File: src/rtl/mem_access_unit_if.sv
// Word-oriented memory bus between mem_access_unit (master) and a memory slave.
// The slave stalls with waitrequest and returns registered readdata one cycle
// after it accepts a read.
interface mem_access_unit_if;
  logic [31:0] address;
  logic        read;
  logic        write;
  logic [3:0]  byteenable;
  logic [31:0] writedata;
  logic [31:0] readdata;
  logic        waitrequest;

  modport master (
    output address, read, write, byteenable, writedata,
    input  readdata, waitrequest
  );

  modport slave (
    input  address, read, write, byteenable, writedata,
    output readdata, waitrequest
  );
endinterface

File: src/rtl/mem_access_unit.sv
// mem_access_unit: turns one CPU load/store request into one word-bus transfer.
// Sub-word stores are lane-replicated with byte enables; loads are extracted
// from the addressed lane and sign/zero extended. A stalled transfer is
// abandoned with a fault after WAIT_LIMIT waitrequest cycles (0 = never).
// Optional build macro MEM_ALIGN_CHECK_EN: misaligned half/word requests fault
// immediately without touching the bus.
module mem_access_unit #(
  parameter int unsigned WAIT_LIMIT = 256
) (
  input  logic               clk,
  input  logic               reset,
  input  logic               req_valid,
  output logic               req_ready,
  input  logic               req_write,
  input  logic [1:0]         req_size,
  input  logic               req_signed,
  input  logic [31:0]        req_addr,
  input  logic [31:0]        req_wdata,
  output logic               resp_valid,
  output logic [31:0]        resp_rdata,
  output logic               resp_fault,
  mem_access_unit_if.master  bus
);

  localparam int unsigned CNT_W = (WAIT_LIMIT < 2) ? 1 : $clog2(WAIT_LIMIT + 1);

  typedef enum logic [1:0] {IDLE, BUS, DATA, RESP} state_t;

  state_t      state_q, state_d;
  logic [CNT_W-1:0] wait_cnt_q, wait_cnt_d;
  logic        is_write_q, is_write_d;
  logic [1:0]  size_q, size_d;
  logic        signed_q, signed_d;
  logic [1:0]  offset_q, offset_d;
  logic [31:0] address_q, address_d;
  logic [3:0]  byteenable_q, byteenable_d;
  logic [31:0] writedata_q, writedata_d;
  logic        read_q, read_d;
  logic        write_q, write_d;
  logic        resp_valid_q, resp_valid_d;
  logic        resp_fault_q, resp_fault_d;
  logic [31:0] resp_rdata_q, resp_rdata_d;
  logic        misaligned;
  logic        wait_expired;

  // Active byte lanes for a request of the given size at the given byte offset.
  function automatic logic [3:0] lane_mask(input logic [1:0] size, input logic [1:0] off);
    case (size)
      2'b00:   lane_mask = 4'b0001 << off;
      2'b01:   lane_mask = off[1] ? 4'b1100 : 4'b0011;
      default: lane_mask = 4'b1111;
    endcase
  endfunction

  // Copies right-aligned store data onto every lane it could land on.
  function automatic logic [31:0] replicate(input logic [1:0] size, input logic [31:0] data);
    case (size)
      2'b00:   replicate = {4{data[7:0]}};
      2'b01:   replicate = {2{data[15:0]}};
      default: replicate = data;
    endcase
  endfunction

  // Pulls the addressed lane(s) out of a bus word and extends to 32 bits.
  function automatic logic [31:0] extract(input logic [1:0] size, input logic sgn,
                                          input logic [1:0] off, input logic [31:0] data);
    logic [7:0]  b;
    logic [15:0] h;
    b = data[{off, 3'b000} +: 8];
    h = off[1] ? data[31:16] : data[15:0];
    case (size)
      2'b00:   extract = {{24{sgn & b[7]}}, b};
      2'b01:   extract = {{16{sgn & h[15]}}, h};
      default: extract = data;
    endcase
  endfunction

`ifdef MEM_ALIGN_CHECK_EN
  // Half needs an even address; word (and reserved, treated as word) needs a word address.
  assign misaligned = ((req_size == 2'b01) && req_addr[0]) ||
                      (req_size[1] && (req_addr[1:0] != 2'b00));
`else
  // Without the check, sub-word offset bits beyond the access size are simply ignored.
  assign misaligned = 1'b0;
`endif

  // The stall that would bring the counter up to WAIT_LIMIT ends the transfer.
  assign wait_expired = (WAIT_LIMIT != 0) && ((32'(wait_cnt_q) + 32'd1) == WAIT_LIMIT);

  // Next-state and next-output logic for the whole access sequence.
  always_comb begin
    state_d      = state_q;
    wait_cnt_d   = wait_cnt_q;
    is_write_d   = is_write_q;
    size_d       = size_q;
    signed_d     = signed_q;
    offset_d     = offset_q;
    address_d    = address_q;
    byteenable_d = byteenable_q;
    writedata_d  = writedata_q;
    read_d       = read_q;
    write_d      = write_q;
    resp_valid_d = 1'b0;
    resp_fault_d = resp_fault_q;
    resp_rdata_d = resp_rdata_q;

    case (state_q)
      IDLE: begin
        if (req_valid) begin
          is_write_d = req_write;
          size_d     = req_size;
          signed_d   = req_signed;
          offset_d   = req_addr[1:0];
          if (misaligned) begin
            state_d      = RESP;
            resp_valid_d = 1'b1;
            resp_fault_d = 1'b1;
            resp_rdata_d = 32'd0;
          end else begin
            state_d      = BUS;
            wait_cnt_d   = '0;
            address_d    = {req_addr[31:2], 2'b00};
            byteenable_d = lane_mask(req_size, req_addr[1:0]);
            writedata_d  = replicate(req_size, req_wdata);
            read_d       = ~req_write;
            write_d      = req_write;
          end
        end
      end
      BUS: begin
        if (!bus.waitrequest) begin
          read_d  = 1'b0;
          write_d = 1'b0;
          if (is_write_q) begin
            state_d      = RESP;
            resp_valid_d = 1'b1;
            resp_fault_d = 1'b0;
            resp_rdata_d = 32'd0;
          end else begin
            state_d = DATA;
          end
        end else if (wait_expired) begin
          read_d       = 1'b0;
          write_d      = 1'b0;
          state_d      = RESP;
          resp_valid_d = 1'b1;
          resp_fault_d = 1'b1;
          resp_rdata_d = 32'd0;
        end else if (WAIT_LIMIT != 0) begin
          wait_cnt_d = wait_cnt_q + CNT_W'(1);
        end
      end
      DATA: begin
        state_d      = RESP;
        resp_valid_d = 1'b1;
        resp_fault_d = 1'b0;
        resp_rdata_d = extract(size_q, signed_q, offset_q, bus.readdata);
      end
      RESP: begin
        state_d = IDLE;
      end
      default: begin
        state_d = IDLE;
      end
    endcase
  end

  // State register; reset drops any transfer in flight without a response.
  always_ff @(posedge clk or posedge reset) begin
    if (reset) begin
      state_q      <= IDLE;
      wait_cnt_q   <= '0;
      is_write_q   <= 1'b0;
      size_q       <= 2'b00;
      signed_q     <= 1'b0;
      offset_q     <= 2'b00;
      address_q    <= 32'd0;
      byteenable_q <= 4'b0000;
      writedata_q  <= 32'd0;
      read_q       <= 1'b0;
      write_q      <= 1'b0;
      resp_valid_q <= 1'b0;
      resp_fault_q <= 1'b0;
      resp_rdata_q <= 32'd0;
    end else begin
      state_q      <= state_d;
      wait_cnt_q   <= wait_cnt_d;
      is_write_q   <= is_write_d;
      size_q       <= size_d;
      signed_q     <= signed_d;
      offset_q     <= offset_d;
      address_q    <= address_d;
      byteenable_q <= byteenable_d;
      writedata_q  <= writedata_d;
      read_q       <= read_d;
      write_q      <= write_d;
      resp_valid_q <= resp_valid_d;
      resp_fault_q <= resp_fault_d;
      resp_rdata_q <= resp_rdata_d;
    end
  end

  assign req_ready      = (state_q == IDLE);
  assign resp_valid     = resp_valid_q;
  assign resp_fault     = resp_fault_q;
  assign resp_rdata     = resp_rdata_q;
  assign bus.address    = address_q;
  assign bus.read       = read_q;
  assign bus.write      = write_q;
  assign bus.byteenable = byteenable_q;
  assign bus.writedata  = writedata_q;

endmodule

File: src/flat_wrapper.sv
// flat-port wrapper written by rule: the top's interface ports become plain ports
module mem_access_unit_flat 
#(
  parameter int unsigned WAIT_LIMIT = 256
)
  (clk, reset, req_valid, req_ready, req_write, req_size, req_signed, req_addr, req_wdata, resp_valid, resp_rdata, resp_fault, bus_address, bus_read, bus_write, bus_byteenable, bus_writedata, bus_readdata, bus_waitrequest);
  mem_access_unit_if bus_i ();
  input  logic clk;
  input  logic reset;
  input  logic req_valid;
  output logic req_ready;
  input  logic req_write;
  input  logic [1:0] req_size;
  input  logic req_signed;
  input  logic [31:0] req_addr;
  input  logic [31:0] req_wdata;
  output logic resp_valid;
  output logic [31:0] resp_rdata;
  output logic resp_fault;
  output wire logic [$bits(bus_i.address)-1:0] bus_address;
  output wire logic [$bits(bus_i.read)-1:0] bus_read;
  output wire logic [$bits(bus_i.write)-1:0] bus_write;
  output wire logic [$bits(bus_i.byteenable)-1:0] bus_byteenable;
  output wire logic [$bits(bus_i.writedata)-1:0] bus_writedata;
  input wire logic [$bits(bus_i.readdata)-1:0] bus_readdata;
  input wire logic [$bits(bus_i.waitrequest)-1:0] bus_waitrequest;
  assign bus_address = bus_i.address;
  assign bus_read = bus_i.read;
  assign bus_write = bus_i.write;
  assign bus_byteenable = bus_i.byteenable;
  assign bus_writedata = bus_i.writedata;
  assign bus_i.readdata = bus_readdata;
  assign bus_i.waitrequest = bus_waitrequest;
  mem_access_unit #(.WAIT_LIMIT(WAIT_LIMIT)) u_core (.clk(clk), .reset(reset), .req_valid(req_valid), .req_ready(req_ready), .req_write(req_write), .req_size(req_size), .req_signed(req_signed), .req_addr(req_addr), .req_wdata(req_wdata), .resp_valid(resp_valid), .resp_rdata(resp_rdata), .resp_fault(resp_fault), .bus(bus_i));
endmodule
File: config.mk
export PLATFORM = sky130hd
export DESIGN_NAME = mem_access_unit_flat
export DESIGN_NICKNAME = d
export VERILOG_FILES = /design/src/rtl/mem_access_unit_if.sv /design/src/rtl/mem_access_unit.sv /design/src/flat_wrapper.sv
export SDC_FILE = /design/constraint.sdc
export NUM_CORES = 1
export LEC_CHECK = 0
export ABC_AREA = 1
export CELL_PAD_IN_SITES_DETAIL_PLACEMENT = 0
export CELL_PAD_IN_SITES_GLOBAL_PLACEMENT = 1
export CORE_MARGIN = 4
export CORE_UTILIZATION = 33
export CTS_BUF_LIST = sky130_fd_sc_hd__clkbuf_8
export DETAILED_ROUTE_END_ITERATION = 8
export HOLD_SLACK_MARGIN = 0.12
export PLACE_DENSITY = 0.85
export SKIP_CTS_REPAIR_TIMING = 1
export SLEW_MARGIN = 15
export SYNTH_ARGS = -nofsm -noshare
export SYNTH_HDL_FRONTEND = slang
export SYNTH_SLANG_ARGS = --single-unit
export TNS_END_PERCENT = 30
File: constraint.sdc
create_clock -name clk -period 5.09 [get_ports clk]
set_input_delay 1.018 -clock clk [delete_from_list [all_inputs] [get_ports clk]]
set_output_delay 1.018 -clock clk [all_outputs]
set_load 0.005 [all_outputs]
# == Word level (Yosys, flattened, before mapping) ==
# Index checks and enable logic that the tools add are counted.
# classes
muxes,32
addsub,2
n_eq_ne,11
n_reduce_logical,10
n_bitwise,3
n_shift,2
# op_table
op,count
one-hot mux 32 bit (2 select lines),3
2-to-1 mux 32 bit,3
"equality test 32 x 9 -> 1 bit, second input constant",1
variable part select 32 x 6 -> 8 bit,1
2-to-1 mux 9 bit,3
one-hot mux 9 bit (2 select lines),1
2-to-1 mux 16 bit,1
2-to-1 mux 1 bit,11
"adder 9 x 1 -> 10 bit, second input constant",1
"adder 9 x 1 -> 9 bit, second input constant",1
one-hot mux 1 bit (2 select lines),4
one-hot mux 2 bit (4 select lines),1
one-hot mux 4 bit (2 select lines),1
"equality test 2 x 1 -> 1 bit, second input constant",3
zero test 2 bit,3
2-to-1 mux 2 bit,3
"!= test 2 bit, second input constant",3
"!= test 3 x 2 -> 1 bit, second input constant",2
AND reduction 3 bit,2
"equality test 2 bit, second input constant",2
2-to-1 mux 4 bit,1
AND reduction 2 bit,2
AND reduction 4 bit,1
nonzero test 2 bit,2
other kinds (3),4
# totals
ff_bits,119
output_inout_bits,105

# == Logic depth before layout (Yosys ltp) ==
# Gate-level depths: netlist (run 1).
# logic_depth
depth_word,5
depth_mapped,14

# == Worst setup path before layout (run 1) ==
# OpenSTA, ideal clock, no wires.
# synth_timing
kind,input to register
start,input bus_readdata[15]
end,register u_core.resp_rdata_q[16] (netlist: u_core.resp_rdata[16])
n_path_buf,1
arrival_time_ns,2.061
slack_ns,2.952
path_stages,9
setup_ns,0.077
cell_sequence,inv_1 o21ai_1 nand3_1 o21ai_1 nand2_1 nand3_2 buf_2 nand2_1 o21ai_1
# synth_via
elab_chain_cells,4
word_cells_on_any_way,6
# synth_lines
element,line,rtl
"start, declared",flat_wrapper.sv:25,input wire logic [$bits(bus_i.readdata)-1:0] bus_readdata;
variable part select 32 x 6 -> 8 bit or 2-to-1 mux 16 bit (tied branches),"mem_access_unit.sv:69, mem_access_unit.sv:70",
"bitwise AND 1 bit, on equally long branches","mem_access_unit.sv:72, mem_access_unit.sv:73",
one-hot mux 32 bit (2 select lines) (*),mem_access_unit.sv:71,case (size)
one-hot mux 32 bit (2 select lines) (*),mem_access_unit.sv:107,case (state_q)
"end signal, assigned",mem_access_unit.sv:199,resp_rdata_q <= resp_rdata_d;
"end, declared",mem_access_unit.sv:42,"logic [31:0] resp_rdata_q, resp_rdata_d;"
# Every way passes the cells marked *; elsewhere a longest branch is shown, timed or not.
# A chain may end at the register's enable or synchronous reset.

# == Final worst setup path (run 1) ==
# layout_timing
start,register u_core.state_q[0]
end,output req_ready
# layout_via
elab_chain_cells,1
# layout_lines
element,line,rtl
"start, declared",mem_access_unit.sv:29,"state_t state_q, state_d;"
"start signal, assigned",mem_access_unit.sv:186,state_q <= state_d;
zero test 2 bit,mem_access_unit.sv:203,assign req_ready = (state_q == IDLE);
"end, declared",flat_wrapper.sv:11,output logic req_ready;
# Every way passes these cells.

==> results of run 1 <==
==> Yosys cell counts <==
library cell	number	area, um2
nand2_1	268	1010
dfrtp_1	119	2980
nor2_1	81	304
inv_1	51	191
o21ai_0	39	195
a21oi_1	36	180
nand3_1	30	150
clkbuf_1	29	109
o21ai_1	29	145
o211ai_1	15	113
a31oi_1	9	56.3
o221ai_1	8	70.1
o21ai_2	7	61.3
nand2_2	6	37.5
buf_6	5	56.3
ha_1	4	50.1
nand4_1	3	18.8
buf_2	2	10.0
buf_4	2	15.0
clkinv_1	2	7.51
nand3_2	2	20.0
nor2_2	2	12.5
a211oi_1	1	7.51
buf_1	1	3.75
conb_1	1	3.75
inv_2	1	3.75
nand3b_1	1	7.51
o21bai_1	1	7.51
==> final timing paths <==
path / slack [ns] / cells past startpoint / endpoint
setup reg to reg: 2.48 / 7 / u_core.resp_rdata[4]$_DFFE_PP0P_
hold / removal: 0.48 / 2 / u_core.bus.read$_DFFE_PP0P_
hold reg to reg: 0.48 / 2 / u_core.bus.read$_DFFE_PP0P_
setup / recovery: 2.28 / 3 / req_ready
max in group asynchronous: 3.20 / 3 / u_core.wait_cnt_q[4]$_DFFE_PP0P_
min in group asynchronous: 1.09 / 2 / u_core.resp_rdata[20]$_DFFE_PP0P_
==> flip-flops by register name, indices dropped and copies added (netlist names) <==
| signal | cells |
|---|---|
| u_core.bus.writedata | 32 |
| u_core.resp_rdata | 32 |
| u_core.bus.address | 30 |
| u_core.wait_cnt_q | 9 |
| u_core.bus.byteenable | 4 |
| u_core.offset_q | 2 |
| u_core.size_q | 2 |
| u_core.state_q | 2 |
| u_core.bus.read | 1 |
| u_core.bus.write | 1 |
| u_core.is_write_q | 1 |
| u_core.resp_fault | 1 |
| u_core.resp_valid | 1 |
| u_core.signed_q | 1 |
==> metal layers <==
metal,track usage [%],vias to the layer above,part of all wire (%)
li1,-,2819,-
met1,23.8,2549,43
met2,29.3,193,46
met3,8.01,21,8.9
met4,5.56,0,1.5
met5,0,-,0
==> worst max-delay path, delay by kind of cell (launching register included) <==
family                   cells  cell delay [ns]
buffers and inverters        2             0.65
flip-flops                   1             0.42
adder cells (fa/ha/maj)      1             0.29
==> power by group <==
group | internal (mW) | switching (mW)
Combinational | 1.05 | 1.17
Clock | 0.445 | 0.444
Sequential | 1.33 | 0.253
==> logic make-up after synthesis <==
logic type	synth area share, %
fa+ha+maj	0.860
flops	51.2
buf+inv	6.81
compound gates	14.4
other cells	0.0644
simple gates	26.7
==> metrics by stage <==
step                worst slack, ns  power [mW]
global route                   2.16        5.11
finish                         2.28        4.70
CTS                            2.23        4.76
detailed placement             1.93        3.85
global placement               1.99        3.82
floorplan                     0.915        2.79
==> layout make-up <==
cell class / count / area [um2]
clock buffer: 17 / 234
clock inverter: 15 / 165
fill: 1733 / 8860
inverter: 54 / 205
multi-input combinational: 544 / 2450
sequential: 119 / 2980
tap: 225 / 282
timing repair buffer: 212 / 2120
==> results by group, run 1 <==
Cells and area
  • Antenna Diode Count: 0
  • Leading cell types in the layout, fill and taps excluded: nand2_1 (267), clkdlybuf4s50_1 (206), dfrtp_1 (119)
  • Util after Layout: 48.8%
  • Area growth from synthesis to final layout: 44.9%
  • Non-filler cells in the finished layout: 1186
  • Fraction of final layout cells with drive strength greater than 1: 6.14%
  • Count of nets after finishing: 1056
  • Post-route cell area: 8440 um2
  • Most common cell after layout, fill and taps aside: nand2_1

Logic synthesis
  • Sequential fraction of the synthesis area: 51.2%
  • Post-synthesis register bit count: 119
  • Yosys warning count: 0
  • Number of unique standard cell types used by synthesis: 28
  • Post-synthesis area per instance: 7.71 um2
  • Cells after synthesis: 755
  • Cell Area, Synth: 5820 um2

Timing
  • Worst slew margin relative to its limit: 34.8%
  • Number of max-slew violations in the final report: 0
  • Total Negative Setup Slacks: 0 ns
  • Total of endpoints with negative setup slack in the final report: 0
  • Crit share post-route: 55.3%
  • RSZ-0062 raised after global routing: false
  • Actual slew at the worst max-slew pin: 0.971 ns
  • Tmin final: 2.81 ns
  • Clock Skews: 0.00839 ns
  • Final worst hold slack: 0.478 ns
  • Max Freq: 355 MHz
  • Number of hold violations in the final report: 0

Route
  • Detailed router's first-iteration violation count: 348
  • First-pass detailed-route iteration total: 6
  • Number of vias after detailed routing: 5582
  • Routed length per instance: 15.4 um
  • Remaining antenna violation count: 0
  • Mean number of vias per cell: 4.71
  • Final WL: 18300 um
  • Number of remaining DRC errors: 0

Floorplanning
  • Floorplan die area: 19800 um2
  • Initial Utilization: 33.7%
  • Die X-Extent: 141 um
  • IO Pins: 209
  • Area of the core: 17300 um2
  • Rows: 48
  • Die Ht: 141 um

Critical path
  • Classification of the worst setup path: reg2out
  • Worst Path Max Fanout: 5
  • Element type at the critical path end: output pin
  • Delay contributed by the slowest stage of the critical path: 0.55 ns
  • Crit path arrival time: 1.80 ns
  • Worst-path cell chain: inv_1 > ha_1 > clkdlybuf4s50_1
  • Data required time at the worst endpoint: 4.07 ns
  • Origin of the worst setup path: u_core.state_q[0]$_DFFE_PP0P_
  • Critical Path Source Type: flip-flop
  • CP max-delay cell: clkdlybuf4s50_1
  • Reg2Reg Launch Point: u_core.size_q[1]$_DFFE_PP0P_

Place
  • Port buffer count: 206
  • HPWL after detailed placement: 13200 um
  • Post-DP Area: 8040 um2
  • GPL Wtd Cong: 0.831
  • Post-Place Cells: 1154

Global routing
  • Pin count of the biggest net entering global routing: 64
  • Global route total overflow: 0
  • Overall global routing resource usage: 18.8%
  • Antenna violations before repair: 0
  • First-pass GRT wire length: 29700 um
  • Number of global-route vias before repair: 5700

Clock network
  • Max Root-Sink Buffers: 2
  • Clock transition at the register clock pins on the worst setup and hold paths after CTS: 0.08 ns
  • Number of buffers created by CTS: 17
  • TritonCTS clock tree: yes
  • Deepest level of the CTS H-tree: 4
  • Clock latency on the worst-skew pair: 0.44 ns
  • Buffer cell driving the clock tree root: clkbuf_8
  • Number of clock sinks: 119

Status
  • Outcome: finished, final reports clean

Hold path
  • Worst hold path type: reg2reg
  • Start point of the worst hold path: u_core.bus.read$_DFFE_PP0P_

Power
  • Maximum VDD drop: 0.249 mV
  • Pwr dens: 557 nW/um2
  • Static Leakage: 3.84 nW

Flow run
  • Number of maximum-capacitance constraint violations: 0
Power figures use the tool's default switching activity.
==> run 2, diff against run 1 <==
Clock period 5.09 ns to 2.7 ns, I/O delays scaled along.
==> run 2 against run 1 <==
Critical path depth unchanged. Non-clock buffer count up 10. Highest routed layer unchanged. Power up 90%. Largest power group unchanged. Clock skew barely moved.
==> results by group, run 2 (synthesis gave the netlist of run 1 again) <==
Cells and area
  • Util after Layout: 49.3% (+0.56 points)
  • Count of nets after finishing: 1066 (+0.95%)
  • Area growth from synthesis to final layout: 46.6%
  • Antenna Diode Count: 0 (unchanged)
  • # fillers: 1705 (-1.6%)
  • Leading cell types in the layout, fill and taps excluded: nand2_1 (267), clkdlybuf4s50_1 (206), dfrtp_1 (119)
  • Fraction of final layout cells with drive strength greater than 1: 7.11% (+0.97 points)
  • Most common cell after layout, fill and taps aside: nand2_1

Place
  • GPL Wtd Cong: 0.799 (-3.8%)
  • Port buffer count: 206 (unchanged)
  • HPWL after detailed placement: 12800 um (-2.4%)
  • Pre-CTS WS: 0.507 ns (-1.42 ns)

Power
  • Fraction of power consumed by combinational cells: 48.2% (+0.8 points)
  • NetSw: 3.47 mW (+86%)
  • Sequential share of power: 33.1% (-0.6 points)
  • Clock group share of total power: 18.7% (-0.2 points)
  • Internal power of the cells: 5.47 mW (+94%)
  • Switching portion of total power: 38.8% (-1.0 points)
  • Static Leakage: 3.89 nW (+1.3%)
  • Pwr dens: 1050 nW/um2 (+88%)
  • Maximum VDD drop: 0.454 mV (+82%)

Floorplanning
  • Floorplan die area: 19800 um2 (unchanged)
  • Rows: 48 (unchanged)
  • Area of the core: 17300 um2 (unchanged)
  • Initial Utilization: 33.7% (unchanged)
  • IO Pins: 209 (unchanged)
  • Die X-Extent: 141 um (unchanged)
  • Die Ht: 141 um (unchanged)

Clock network
  • Max Root-Sink Buffers: 2 (unchanged)
  • Number of buffers created by CTS: 17 (unchanged)
  • Clock transition at the register clock pins on the worst setup and hold paths after CTS: 0.07 ns (about the same)
  • Buffer cell driving the clock tree root: clkbuf_8
  • Deepest level of the CTS H-tree: 4 (unchanged)
  • Clock latency on the worst-skew pair: 0.43 ns (about the same)
  • Number of clock sinks: 119 (unchanged)
  • TritonCTS clock tree: yes

Timing
  • Actual slew at the worst max-slew pin: 0.709 ns (-0.262 ns)
  • Worst slew margin relative to its limit: 52.7% (+18 points)
  • Total Negative Setup Slacks: 0 ns (unchanged)
  • Crit share post-route: 85.8%
  • Total of endpoints with negative setup slack in the final report: 0 (unchanged)
  • Smallest setup slack after layout: 0.383 ns (-1.89 ns)
  • Tmin final: 2.32 ns
  • RSZ-0062 raised after global routing: false
  • Number of max-slew violations in the final report: 0 (unchanged)
  • Number of hold violations in the final report: 0 (unchanged)
  • Final worst hold slack: 0.479 ns (+0.00175 ns)
  • Clock Skews: 0.00835 ns (-0.0000430 ns)
  • Max Freq: 432 MHz

Critical path
  • Element type at the critical path end: output pin
  • Worst reg-to-reg path cell count: 13 (+6)
  • Critical Path Source Type: flip-flop
  • Data required time at the worst endpoint: 2.16 ns (-1.91 ns)
  • Crit path arrival time: 1.78 ns (-0.02 ns)
  • Classification of the worst setup path: reg2out
  • Worst Path Max Fanout: 5 (unchanged)

Global routing
  • Antenna violations before repair: 0 (unchanged)
  • Overall global routing resource usage: 18.5% (-0.32 points)
  • First-pass GRT wire length: 29300 um (-1.2%)
  • Pin count of the biggest net entering global routing: 120 (+88%)
  • Global route total overflow: 0 (unchanged)
  • Number of global-route vias before repair: 5544 (-2.7%)

Route
  • Routed length per instance: 15.0 um (-2.8%)
  • First-pass detailed-route iteration total: 5 (-1)
  • Number of remaining DRC errors: 0 (unchanged)
  • Mean number of vias per cell: 4.67 (-0.71%)
  • Number of vias after detailed routing: 5589 (+0.13%)
  • Final WL: 17900 um (-2.0%)
  • Detailed router's first-iteration violation count: 274 (-21%)
  • Remaining antenna violation count: 0 (unchanged)

Hold path
  • Worst hold path type: reg2reg
  • Hold depth: 2 (unchanged)

Flow run
  • Number of maximum-capacitance constraint violations: 0 (unchanged)

Status
  • Outcome: finished, final reports clean
[run 2: cell types whose count changed in the layout (fill, tap and decap cells not counted), sizes merged]
cell      before  now
clkbuf        17   19
clkinv         4    5
buf            6   16
clkinvlp       4    6
inv           59   54
[run 2: through the flow]
| step | total power, mW | std cells | instance area [um2] |
|---|---|---|---|
| 3_5_place_dp | 7.36 | 1164 | 8130 |
| 6_report | 8.94 | 1196 | 8530 |
| 5_1_grt | 9.74 | 1196 | 8530 |
| 4_1_cts | 9.10 | 1196 | 8530 |
| 2_1_floorplan | 5.26 | 756 | 5830 |
| 3_3_place_gp | 7.34 | 1164 | 8130 |
[run 2: area by class of cell]
type                    instances  area, um2  area share [%]
inverters                      54        206            2.42
clock buffers                  19        262            3.06
flip-flops and latches        119       2980            34.9
clock inverters                13        146            1.72
multi-input cells             544       2450            28.7
repair buffers                222       2210            25.9
well taps                     225        282            3.30
[run 2: critical path: stages (launching register included)]
cell	delay, ns
dfrtp_1	0.42
inv_1	0.09
ha_1	0.28
clkdlybuf4s50_1	0.55
[run 2: final timing paths]
check	start	end	slack (ns)
setup / recovery	u_core.state_q[0]$_DFFE_PP0P_	req_ready	0.38
hold / removal	u_core.bus.address[7]$_DFFE_PP0P_	u_core.bus.address[7]$_DFFE_PP0P_	0.48
setup reg to reg	u_core.wait_cnt_q[0]$_DFFE_PP0P_	u_core.resp_rdata[21]$_DFFE_PP0P_	0.64
hold reg to reg	u_core.bus.address[7]$_DFFE_PP0P_	u_core.bus.address[7]$_DFFE_PP0P_	0.48
max in group asynchronous	reset	u_core.bus.address[2]$_DFFE_PP0P_	1.52
min in group asynchronous	reset	u_core.wait_cnt_q[2]$_DFFE_PP0P_	0.61
[run 2: routing by layer]
| metal | up-vias | GRT usage (%) | wire length, um |
|---|---|---|---|
| li1 | 2838 | - | - |
| met1 | 2560 | 23.7 | 7830 |
| met2 | 180 | 28.8 | 8180 |
| met3 | 11 | 8.24 | 1770 |
| met4 | 0 | 4.13 | 142 |
| met5 | - | 0 | 0 |
[run 2: power groups by stage]
stage | Combinational (mW) | Sequential, mW | Clock [mW]
floorplan | 2.30 | 2.96 | 0
global placement | 4.36 | 2.98 | 0
CTS | 4.40 | 2.97 | 1.73
finish | 4.31 | 2.96 | 1.67
detailed placement | 4.39 | 2.98 | 0
global route | 4.85 | 3.07 | 1.81
